===== config.mk =====
export PLATFORM = sky130hd
export DESIGN_NAME = circuit4_operand_issue
export DESIGN_NICKNAME = d
export VERILOG_FILES = /design/src/rtl/circuit4_operand_issue.sv
export SDC_FILE = /design/constraint.sdc
export NUM_CORES = 1
export LEC_CHECK = 0
export ABC_AREA = 0
export BUFFER_PORTS_ARGS = -buffer_cell sky130_fd_sc_hd__buf_2
export CAP_MARGIN = 20
export CORE_AREA = 5 5 247 249
export CTS_BUF_LIST = sky130_fd_sc_hd__clkbuf_2 sky130_fd_sc_hd__clkbuf_4 sky130_fd_sc_hd__clkbuf_8
export DETAILED_ROUTE_END_ITERATION = 16
export DIE_AREA = 0 0 252 254
export PLACE_DENSITY = 0.81
export SKIP_CTS_REPAIR_TIMING = 1
export SLEW_MARGIN = 20
export SYNTH_ARGS = -nofsm -noshare
export SYNTH_HDL_FRONTEND = slang
export SYNTH_SLANG_ARGS = --single-unit

===== constraint.sdc =====
create_clock -name Clk -period 7.5 [get_ports Clk]
set_input_delay 0.375 -clock Clk [delete_from_list [all_inputs] [get_ports Clk]]
set_output_delay 0.375 -clock Clk [all_outputs]
set_load 0.01 [all_outputs]

===== src/rtl/circuit4_operand_issue.sv =====
// Operand feed for the Circuit4 datapath: FIFO-buffered a/b/c triples,
// issued one per cycle, with a valid/tag delay line tracking result latency.
//
// Ports:
//   Clk, Rst                  clock, synchronous active-high reset
//   in_valid/in_ready         producer handshake; in_a/in_b/in_c triple
//   issue_en                  allow a pop/issue this cycle
//   a, b, c                   registered operands driven to the datapath
//   iss_valid, iss_tag        a/b/c loaded at the last edge, and its tag
//   res_valid, res_tag        datapath x/z carry the result for res_tag
//   level                     FIFO occupancy, 0..DEPTH
module circuit4_operand_issue #(
  parameter  int DATAWIDTH = 64,
  parameter  int DEPTH     = 4,
  parameter  int LATENCY   = 2,
  parameter  int TAGW      = 4,
  localparam int AW        = (DEPTH > 1) ? $clog2(DEPTH) : 1,
  localparam int LW        = $clog2(DEPTH) + 1
) (
  input  logic                 Clk,
  input  logic                 Rst,
  input  logic                 in_valid,
  output logic                 in_ready,
  input  logic [DATAWIDTH-1:0] in_a,
  input  logic [DATAWIDTH-1:0] in_b,
  input  logic [DATAWIDTH-1:0] in_c,
  input  logic                 issue_en,
  output logic [DATAWIDTH-1:0] a,
  output logic [DATAWIDTH-1:0] b,
  output logic [DATAWIDTH-1:0] c,
  output logic                 iss_valid,
  output logic [TAGW-1:0]      iss_tag,
  output logic                 res_valid,
  output logic [TAGW-1:0]      res_tag,
  output logic [LW-1:0]        level
);

  typedef struct packed {
    logic [DATAWIDTH-1:0] a;
    logic [DATAWIDTH-1:0] b;
    logic [DATAWIDTH-1:0] c;
  } triple_t;

  triple_t             mem_q [DEPTH];
  logic [AW-1:0]       wptr_q, wptr_d;
  logic [AW-1:0]       rptr_q, rptr_d;
  logic [LW-1:0]       level_q, level_d;
  logic [TAGW-1:0]     tag_q, tag_d;
  triple_t             ops_q, ops_d;
  logic                iss_valid_q, iss_valid_d;
  logic [TAGW-1:0]     iss_tag_q, iss_tag_d;
  logic [LATENCY-1:0]  dl_v_q;
  logic [TAGW-1:0]     dl_t_q [LATENCY];
  logic                push, pop;
  triple_t             head;

  // Readiness uses registered level only: a same-cycle pop
  // never frees a slot early.
  assign in_ready = (level_q < LW'(DEPTH)) && !Rst;

  always_comb begin
    push        = in_valid && in_ready;
    pop         = (level_q != '0) && issue_en;
    head        = mem_q[rptr_q];
    wptr_d      = push ? wptr_q + AW'(1) : wptr_q;
    rptr_d      = pop ? rptr_q + AW'(1) : rptr_q;
    tag_d       = pop ? tag_q + TAGW'(1) : tag_q;
    ops_d       = pop ? head : ops_q;
    iss_valid_d = pop;
    iss_tag_d   = pop ? tag_q : iss_tag_q;
    level_d     = level_q;
    if (push && !pop) level_d = level_q + LW'(1);
    else if (pop && !push) level_d = level_q - LW'(1);
  end

  always_ff @(posedge Clk) begin
    if (push) mem_q[wptr_q] <= '{a: in_a, b: in_b, c: in_c};
  end

  always_ff @(posedge Clk) begin
    if (Rst) begin
      wptr_q      <= '0;
      rptr_q      <= '0;
      level_q     <= '0;
      tag_q       <= '0;
      ops_q       <= '0;
      iss_valid_q <= 1'b0;
      iss_tag_q   <= '0;
      dl_v_q      <= '0;
      for (int i = 0; i < LATENCY; i++) dl_t_q[i] <= '0;
    end else begin
      wptr_q      <= wptr_d;
      rptr_q      <= rptr_d;
      level_q     <= level_d;
      tag_q       <= tag_d;
      ops_q       <= ops_d;
      iss_valid_q <= iss_valid_d;
      iss_tag_q   <= iss_tag_d;
      // Free-running shift: mirrors the datapath's unstalled registers.
      dl_v_q[0]   <= iss_valid_q;
      dl_t_q[0]   <= iss_tag_q;
      for (int i = 1; i < LATENCY; i++) begin
        dl_v_q[i] <= dl_v_q[i-1];
        dl_t_q[i] <= dl_t_q[i-1];
      end
    end
  end

  assign a         = ops_q.a;
  assign b         = ops_q.b;
  assign c         = ops_q.c;
  assign iss_valid = iss_valid_q;
  assign iss_tag   = iss_tag_q;
  assign res_valid = dl_v_q[LATENCY-1];
  assign res_tag   = dl_t_q[LATENCY-1];
  assign level     = level_q;

endmodule


==> impl_metrics.yaml <==
routing:
  finalWirelength_um: 76200
  wl_per_cell_um: 24.5
  antenna_left: 0
  vias: 18155
  drc: 0
  viasPerCell: 5.83
  drt_iter0_markers: 1455
  drt_pass1_iterations: 5
setup_path:
  worstPathArrival_ns: 3.84
  cp.depth: 5
  max_stage_delay_ns: 0.89
  cp-end-kind: "register"
  crit_path_frequent_cell: "buf_4"
  cp_max_fo: 68
  crit_path_start_kind: "register"
  rr_endpoint: "a[20]"
  path_buf_inv: 2
  rr_worst_depth: 5
  cp_slowest_cell: "and2b_4"
  path_class: "reg -> reg"
  cp_top_family: "buffers and inverters"
  worstPathCellList: "o31ai_2, buf_4, and2b_4, buf_4, a22o_1"
  rrSetupSlack_ns: 4.36
  crit_required_ns: 8.20
  reg2reg_from: "level[2]"
power_and_ir_drop:
  power_leakage_nw: 15.2
  peakVddDrop_mv: 0.232
  power_w: 0.0141
  power_density_nw_per_um2: 332
placed_design:
  pre_cts_slack_ns: 4.25
  hpwl_um: 40700
  dpl_cell_area_um2: 37100
  port_buffers: 401
  place.gp.congestion: 0.764
floorplan:
  ioPinCount: 402
  die_w_um: 252
  die-area_um2: 64000
  die_height_um: 254
  placeableCoreArea_um2: 58500
  rows: 89
  initial_core_util: 0.591
cells_and_area:
  regArea_um2: 27400
  fin_area_um2: 42300
  syn2layout_area_growth_pct: 22.5
  drive_gt1_frac: 0.385
  layout_common_cells: "edfxtp_1 (768), buf_2 (401), dfxtp_1 (216)"
  layout_commonest_cell: "edfxtp_1"
  multiInputGateArea_um2: 6480
  fillCellCount: 3199
  nets: 2405
hold_path:
  worstHoldStart: "in_valid"
  min_path_cells: 4
  hp-class: "in -> reg"
  hold_path_end: "wptr_q[1]"
sta:
  worst_pin_slew_ns: 1.10
  rsz0062_at_grt: "no"
  fin_crit_ns: 3.14
  max_freq_mhz: 319
  maxSlewViolCount: 0
  finalHoldViolations: 0
  hold_ws_ns: 0.103
  fin_tns_setup_ns: 0
  slew_headroom: 0.270
  setup_slack_ns: 4.36
  finClkSkew_ns: 0.0365
  finalSetupViolCount: 0
  period_share: 0.418
global_route:
  grt_pass1_wl_um: 107000
  grt_overflow: 0
  grt_max_degree: 123
  gr-usage-all-layers: 0.220
  antenna_found_initial: 11
  grt_pass1_vias: 17975
clock_tree:
  cts_root_buf: "clkbuf_8"
  htree_levels: 4
  cts_max_path_buffers: 3
  clock-sinks: 986
  tritoncts: "yes"
  path_clk_slew_ns: 0.06
  cts_buffers: 150
  clkLatencyLatePin_ns: 0.79
synthesis:
  yosysWarnings: 0
  synthesis.nets: 1731
  synthDistinctLibCells: 30
  yosysSeqAreaShare: 0.793
  synthCells: 1528
  synth_area_um2: 34600
  ys_ff_latch: 986
  syn_avg_cell_area_um2: 22.6
outcome:
  status: "finished, final reports clean"
flow_run:
  cap_viol_max_count: 0
[cells in the mapped netlist]
cell / n / share of area
edfxtp_1: 768 / 0.67
dfxtp_1: 218 / 0.13
a22o_1: 192 / 0.049
mux4_2: 192 / 0.13
buf_2: 43 / 0.0062
clkbuf_1: 17 / 0.0018
nor2_1: 14 / 0.0015
buf_12: 11 / 0.0064
nor2b_1: 10 / 0.0018
buf_6: 8 / 0.0026
buf_1: 7 / 0.00076
buf_4: 6 / 0.0013
ha_1: 6 / 0.0022
mux2i_1: 6 / 0.0017
xor2_1: 6 / 0.0015
and2_1: 4 / 0.00072
inv_1: 3 / 0.00033
a21oi_1: 2 / 0.00029
o21ai_0: 2 / 0.00029
o311ai_1: 2 / 0.00051
or3_1: 2 / 0.00036
and2b_1: 1 / 0.00022
clkbuf_4: 1 / 0.00022
fa_1: 1 / 0.00058
nand2_1: 1 / 0.00011
nand3_1: 1 / 0.00014
nor3b_2: 1 / 0.00036
o31ai_1: 1 / 0.00022
o31ai_2: 1 / 0.00036
xnor2_1: 1 / 0.00025
[worst reg2reg max path, cell delays in order, from the launching register on]
cell and delay, ns:
dfxtp_1 0.39, o31ai_2 0.27, buf_4 0.26, and2b_4 0.89, buf_4 0.89, a22o_1 0.35
[kinds of logic after synthesis]
logic type               count (synthesis)  share of synthesized area
flip-flops                             986                      0.793
AND/OR/NAND/NOR                         34                    0.00525
XOR/XNOR                                 7                    0.00177
buffers and inverters                   96                     0.0197
adder cells (fa/ha/maj)                  7                    0.00275
AO/OA/AOI/OAI                          200                     0.0503
multiplexers                           198                      0.127
[area by class of cell]
cell class | instances | area share
flip-flops and latches | 986 | 0.648
multi-input cells | 446 | 0.153
repair buffers | 615 | 0.0992
clock buffers | 248 | 0.0698
well taps | 773 | 0.0228
clock inverters | 32 | 0.00629
diodes | 9 | 0.000532
inverters | 3 | 0.000266
[sequential cells by signal, indices dropped and copies added (netlist names)]
register   count
level          3
iss_valid      1
tag_q          4
wptr_q         2
dl_v_q         2
dl_t_q         8
b             64
iss_tag        4
rptr_q         2
mem_q        768
c             64
a             64
[routing by layer]
metal	global-route usage	routed length [um]
met1	0.288	28400
met3	0.0759	6390
met5	0	41
met4	0.0895	2020
met2	0.346	39300
[power by group]
part / internal (W) / switching, W / leakage [nW]
Clock: 0.00258 / 0.00204 / 1.73
Combinational: 0.00133 / 0.00130 / 4.70
Sequential: 0.00647 / 0.000348 / 8.75
[metrics by stage]
step,cells,utilization
final,3112,0.724
after global routing,3109,0.724
after detailed placement,2627,0.635
after CTS,2907,0.690
after floorplan,1528,-
after global placement,2627,0.635
[how the worst max path moves through the flow]
| stage | start | to |
|---|---|---|
| 2_1_floorplan | Rst | mem_q[0][0] |
| 3_3_place_gp | Rst | mem_q[1][7] |
| 3_5_place_dp | Rst | mem_q[1][7] |
| 4_1_cts | level[2] | a[9] |
| 5_1_grt | rptr_q[1] | c[3] |
| 6_report | level[2] | a[20] |
Note: power is estimated with default switching activity, not from simulation.
